[config.mk]
export PLATFORM = sky130hd
export DESIGN_NAME = gpr_fwd_scoreboard
export DESIGN_NICKNAME = d
export VERILOG_FILES = /design/src/rtl/gpr_fwd_scoreboard.sv
export SDC_FILE = /design/constraint.sdc
export NUM_CORES = 1
export LEC_CHECK = 0
export ABC_AREA = 1
export CAP_MARGIN = 15
export CORE_MARGIN = 2
export CORE_UTILIZATION = 53
export DETAILED_ROUTE_END_ITERATION = 10
export PLACE_DENSITY = 0.8
export SETUP_SLACK_MARGIN = 0.02
export SYNTH_ARGS = -nofsm -noshare
export SYNTH_HDL_FRONTEND = slang
export SYNTH_SLANG_ARGS = --single-unit
[constraint.sdc]
create_clock -name clk -period 2.5 [get_ports clk]
set_input_delay 0.75 -clock clk [delete_from_list [all_inputs] [get_ports clk]]
set_output_delay 0.75 -clock clk [all_outputs]
set_load 0.1 [all_outputs]
[src/rtl/gpr_fwd_scoreboard.sv]
// ID-stage forwarding-select and load-use/divider interlock scoreboard.
// Tracks GPR writers in EX, MEM1 and MEM2 plus the divider busy count.
module gpr_fwd_scoreboard #(
    parameter int DIV_CYCLES = 33
) (
    input  logic       clk,
    input  logic       rst_n,
    input  logic       pipe_stall,
    input  logic       flush,
    input  logic       id_valid,
    input  logic [4:0] id_rs,
    input  logic [4:0] id_rt,
    input  logic       id_use_rs,
    input  logic       id_use_rt,
    input  logic       id_wr_en,
    input  logic [4:0] id_wr_addr,
    input  logic [1:0] id_rdy_stg,
    input  logic       id_div_start,
    input  logic       id_use_hilo,
    output logic [1:0] MUX4Sel,
    output logic [1:0] MUX5Sel,
    output logic       stall_id,
    output logic       div_busy
);

    localparam int CW = $clog2(DIV_CYCLES + 1);

    typedef struct packed {
        logic       vld;
        logic [4:0] addr;
        logic [1:0] rdy;
    } ent_t;

    ent_t          e_ex;
    ent_t          e_mem1;
    ent_t          e_mem2;
    ent_t          id_ent;
    logic [CW-1:0] div_cnt;

    logic          rs_chk;
    logic          rt_chk;
    logic          rs_haz;
    logic          rt_haz;
    logic          id_cap;
    logic          div_load;

    // Returns {hazard, select}; youngest matching stage decides.
    function automatic logic [2:0] fwd(
        input ent_t       ex,
        input ent_t       m1,
        input ent_t       m2,
        input logic [4:0] src
    );
        logic [2:0] r;
        r = 3'b000;
        if (ex.vld && ex.addr == src) begin
            r = (ex.rdy == 2'd0) ? 3'b001 : 3'b100;
        end else if (m1.vld && m1.addr == src) begin
            r = (m1.rdy <= 2'd1) ? 3'b010 : 3'b100;
        end else if (m2.vld && m2.addr == src) begin
            r = (m2.rdy <= 2'd2) ? 3'b011 : 3'b100;
        end
        return r;
    endfunction

    always_comb begin
        rs_chk = id_valid && id_use_rs && (id_rs != 5'd0);
        rt_chk = id_valid && id_use_rt && (id_rt != 5'd0);
        {rs_haz, MUX4Sel} = rs_chk ? fwd(e_ex, e_mem1, e_mem2, id_rs) : 3'b000;
        {rt_haz, MUX5Sel} = rt_chk ? fwd(e_ex, e_mem1, e_mem2, id_rt) : 3'b000;
        div_busy = (div_cnt != '0);
        stall_id = id_valid && (rs_haz || rt_haz || (id_use_hilo && div_busy));
    end

    // r0 is stored invalid; a ready stage of 3 means MEM2.
    always_comb begin
        id_ent.vld  = id_wr_en && (id_wr_addr != 5'd0);
        id_ent.addr = id_wr_addr;
        id_ent.rdy  = (id_rdy_stg == 2'd3) ? 2'd2 : id_rdy_stg;
        id_cap      = id_valid && id_wr_en && !stall_id;
        div_load    = id_div_start && id_valid && !stall_id && !pipe_stall;
    end

    always_ff @(posedge clk or negedge rst_n) begin
        if (!rst_n) begin
            e_ex    <= '0;
            e_mem1  <= '0;
            e_mem2  <= '0;
            div_cnt <= '0;
        end else if (flush) begin
            e_ex    <= '0;
            e_mem1  <= '0;
            e_mem2  <= '0;
            div_cnt <= '0;
        end else begin
            if (!pipe_stall) begin
                e_mem2 <= e_mem1;
                e_mem1 <= e_ex;
                e_ex   <= id_cap ? id_ent : '0;
            end
            // Divider keeps counting through global freezes.
            if (div_load) begin
                div_cnt <= CW'(DIV_CYCLES);
            end else if (div_cnt != '0) begin
                div_cnt <= div_cnt - 1'b1;
            end
        end
    end

endmodule

; After elaboration in Yosys (flattened, before gate mapping)
; Index checks and enable logic that the tools add are counted.
[totals]
latchBits = 0
ram_bits = 0
mem_bits_ro = 0
regBits = 30
memories = 0
[op_classes]
n_eq_ne = 8
shift = 0
bitwise_logic = 0
div_mod_pow = 0
order_cmp = 2
reduce_logical = 28
add_sub_neg = 1
muxes = 22
n_mul = 0
[ops]
columns = cell, n
row1 = two-way mux 8 bit, 7
row2 = two-way mux 3 bit, 11
row3 = == test 5 bit, 6
row4 = logical AND 1 bit, 18
row5 = two-way mux 6 bit, 3
row6 = nonzero test 5 bit, 3
row7 = nonzero test 6 bit, 1
row8 = "subtractor 6 x 1 -> 6 bit, second input constant", 1
row9 = nonzero test 3 bit, 1
row10 = "== test 2 bit, second input constant", 1
row11 = "<= comparator 2 x 1 -> 1 bit, second input constant", 1
row12 = "<= comparator 2 bit, second input constant", 1
row13 = logical NOT 1 bit, 2
row14 = logical NOT 2 bit, 1
row15 = logical OR 1 bit, 2
row16 = two-way mux 2 bit, 1
row17 = "!= test 2 x 1 -> 1 bit, second input constant", 1

; Logic depth before layout (Yosys ltp)
[logic_depth]
depth_word = 14
depth_mapped = 16

; Worst setup path after synthesis
; Ideal clock, no wire load.
[synth_timing]
kind = input to output
start = input port id_rs[4]
end = output port MUX4Sel[0]
path_slack_ns = -1.697
stages = 6
n_path_buf = 0
arrival_ns = 3.447
cell_sequence = inv_2 > nand2_1 > nand2_1 > nor3_2 > nand2_2 > a211oi_1
[synth_between]
elab_chain_cells = 6
elab_cells_between_ends = 12
cone_classes = 3 x eq/ne / 4 x mux / 5 x reduce/logical
[synth_lines]
columns = item, line
row1 = start: declaration, 11  ; input logic [4:0] id_rs,
row2 = == test 5 bit, 60  ; end else if (m2.vld && m2.addr == src) begin
row3 = logical AND 1 bit, 60
row4 = two-way mux 3 bit, 60
row5 = two-way mux 3 bit, 58  ; end else if (m1.vld && m1.addr == src) begin
row6 = two-way mux 3 bit, 56  ; if (ex.vld && ex.addr == src) begin
row7 = two-way mux 3 bit *, 69  ; {rs_haz, MUX4Sel} = rs_chk ? fwd(e_ex, e_mem1, e_mem2, id_rs) : 3'b000;
row8 = end: declaration, 20  ; output logic [1:0] MUX4Sel,
; Mark *: on every way between the ends. The rest lies on a longest branch, timed or not.

; Worst setup path in the final report
[layout_timing]
start = input port id_rs[3]
end = output port stall_id
[layout_between]
elab_chain_cells = 9
elab_cells_between_ends = 15
cone_classes = 3 x eq/ne / 4 x mux / 8 x reduce/logical
[layout_lines]
columns = item, line
row1 = == test 5 bit, 60
row2 = logical AND 1 bit, 60
row3 = two-way mux 3 bit, 60
row4 = two-way mux 3 bit, 58
row5 = two-way mux 3 bit, 56
row6 = two-way mux 3 bit *, 69
row7 = logical OR 1 bit * (2 in a row), 72  ; stall_id = id_valid && (rs_haz || rt_haz || (id_use_hilo && div_busy));
row8 = logical AND 1 bit *, 72
row9 = end: declaration, 22  ; output logic stall_id,
; Marked as above.

==> metrics.txt <==
FP Rows=22; first-pass GRT wire length=~10,000 microns; Die X=65.23 microns; Die Span Y=about 65 microns; Critical Path End=stall_id; syn avg cell area=around 6.7 sq um; WP data arrival=~2200 ps; WL/cell=17.23 microns; initial antenna violation count=0; number of synthesized register bits=30; mux cell area share after synthesis=0%; DIE AREA=4255 sq um; pwr dens=565.1 nW/um^2; TritonCTS buffer count=5; fraction of registers with async set/reset=100.0%; pre-CTS setup slack=-888.3 ps; sequential element share of the synthesized area=37.78%; clk_skew=11.48 ps; Setup Viol. Count Final=5; Slew Viols, Final=0; pin count of the biggest net entering global routing=31; Core Region=3633 sq um; cell area after synthesis=roughly 2000 sq um; failing checks=negative setup slack; DRT Wirelength=7252 microns; Crit path required time=1750 ps; Unique masters post-synth=32; DPL Wire Length=4306 microns; Clock Sinks=30; CTS tree=done; fraction of layout cells with a size suffix above 1=44.50%; status=complete, but fails checks; r2r setup slk=approximately 110 ps; Setup crit start=id_rs[3]; fmax=0.3406 GHz; register area=752.0 sq um; max-cap viol count=0; leak pwr=1.510 nW; Final WS setup=-435.7 ps; GRT overflow=0; hold crit path type=flop to flop; Detail Route Antenna Nets=0; number of I/O port buffers=32; CP Class=primary input to output pin; drt pass-1 iters=5; Yosys Warn Count=0; Post-synth EDFFs=0; Initial Util=54.68%; vias in the first global route=roughly 2.3k; worst r2r src=e_mem1[3]; Synth Area in Adders=0.6297%; Crit Path Max Fanout=5; Mapped Nets=323; gr usage total=32.16%; area of the multi-input gates=between 1000 and 1500 sq um; worst-case reg-to-reg path depth=21; reg2reg end=div_cnt[0]; Synth Area in XOR/XNOR=1.322%; via count=2,438; most frequent cells in the layout=67 x nand2_1, 33 x inv_1, 33 x nand2_2, 33 x buf_4, 29 x dfrtp_1; # fillers=between 150 and 200; boundary pin count=33; Max clock buf depth=2; Post-DP Area=around 2700 sq um; Via density=5.791; slew at the pin with the worst max-slew slack=534.3 ps; Inserted Diodes=0; Skew-Pair Late Insertion Delay=290 ps; Layout area overhead=63.79%; Synth Area in Compound Gates=15.37%; gp weighted congestion=0.9445; Final min period=just under 3000 ps; Clock Root Buffer=clkbuf_8; post-synthesis cell count=a little under 300; post-route cell area=3254 sq um; DRC=0; CP endpoint kind=output pin; commonest non-fill, non-tap cell in the layout=nand2_1; maximum vdd drop=0.4580 mV; Final Net Count=400; Critical Path Start Type=primary input; final hold vios=0; fin crit share=117.4%; RSZ-0062 raised after global routing=yes; DRT iter0 DRCs=299; worst hold stages=2; H-tree Lvls=2; simple-gate share of the synthesized area=34.70%; Top FF cell, synth=dfrtp_1; Rel. slew slack=between 60% and 70%; main combinational cell family by area after synthesis=simple AND/OR/NAND/NOR gates; clk slew on worst S/H paths=70 ps
## power by group
group | internal, W | switching, W | leakage [nW]
registers | 0.000532 | 0.0000390 | 0.411
clock network | 0.000222 | 0.000198 | 0.0482
logic | 0.000349 | 0.000499 | 1.05
## state kept, by name, indices dropped and copies added (netlist names)
signal / cells
div_cnt: 6
e_ex: 8
e_mem1: 8
e_mem2: 8
## synth_stat cells (all sizes together) (2+ instances only)
library cell  number  area, sq um
xnor2              2        17.52
o22ai             15        93.84
nor3               4        25.02
dfrtp             30        750.7
nor2              27        103.9
clkbuf             3        11.26
o21ai             19        121.4
nand3             15        85.08
nand4              6        37.54
inv               50        187.7
a21oi              8        55.06
nand2            106        417.9
## critical path, cell delays in order
cell        delay [ps]
buf_8              110
inv_4               50
buf_6               90
nand4_1            160
nand2_2            130
inv_2               60
nand4_1            140
nand2_2            100
a21oi_4            140
nand2_2             80
nand2_4            100
clkinvlp_4         100
buf_12             170
## timing repair
item,4_1_cts,5_1_grt
cloned,0,0
resized for setup,86,89
pin swaps,35,30
hold endpoints to repair,0,0
buffers inserted,32,7
endpoints found under the setup margin,10,12
hold buffers,0,0
## cell families after synthesis
logic type | after synthesis
adder cells (fa/ha/maj) | 1
flip-flops | 30
buffers and inverters | 54
AND/OR/NAND/NOR | 161
XOR/XNOR | 3
AO/OA/AOI/OAI | 46
## area by class of cell
cell class | instances | share of cell area, %
Tap cell | 48 | 1.845
Inverter | 51 | 7.651
Sequential cell | 30 | 23.11
Timing Repair Buffer | 73 | 23.68
Clock inverter | 1 | 0.1538
Multi-Input combinational cell | 211 | 40.91
Clock buffer | 7 | 2.653
## worst min path at each step
stage | start | to | slack, ps
3_5_place_dp | e_mem2[1] | e_mem2[1] | 460
6_report | div_cnt[1] | div_cnt[1] | 480
5_1_grt | div_cnt[1] | div_cnt[1] | 490
3_3_place_gp | div_cnt[1] | div_cnt[1] | 460
2_1_floorplan | div_cnt[1] | div_cnt[1] | 440
4_1_cts | div_cnt[1] | div_cnt[1] | 480
## layer usage
| metal | track usage [%] | share of wire, % | vias up |
|---|---|---|---|
| met5 | 0 | 0 | - |
| met4 | 15.10 | 4.2 | 0 |
| met3 | 9.075 | 8.4 | 39 |
| met2 | 53.57 | 49 | 144 |
| met1 | 38.30 | 38 | 1151 |
| li1 | - | - | 1104 |
## metrics by stage
| step | power [W] | TNS, ps | hold WS [ps] | util (%) | cells |
|---|---|---|---|---|---|
| finish | 0.001839 | -1571 | 481.0 | 89.57 | 421 |
| CTS | 0.001739 | -2113 | 482.8 | 82.37 | 419 |
| global route | 0.001928 | -2010 | 489.5 | 89.57 | 421 |
| global placement | 0.001272 | -5900 | 458.9 | 74.90 | 399 |
| detailed placement | 0.001292 | -6646 | 463.7 | 74.90 | 399 |
| floorplan | 0.001028 | -799.9 | 441.9 | - | 295 |
Note: power is estimated with default switching activity, not from simulation.
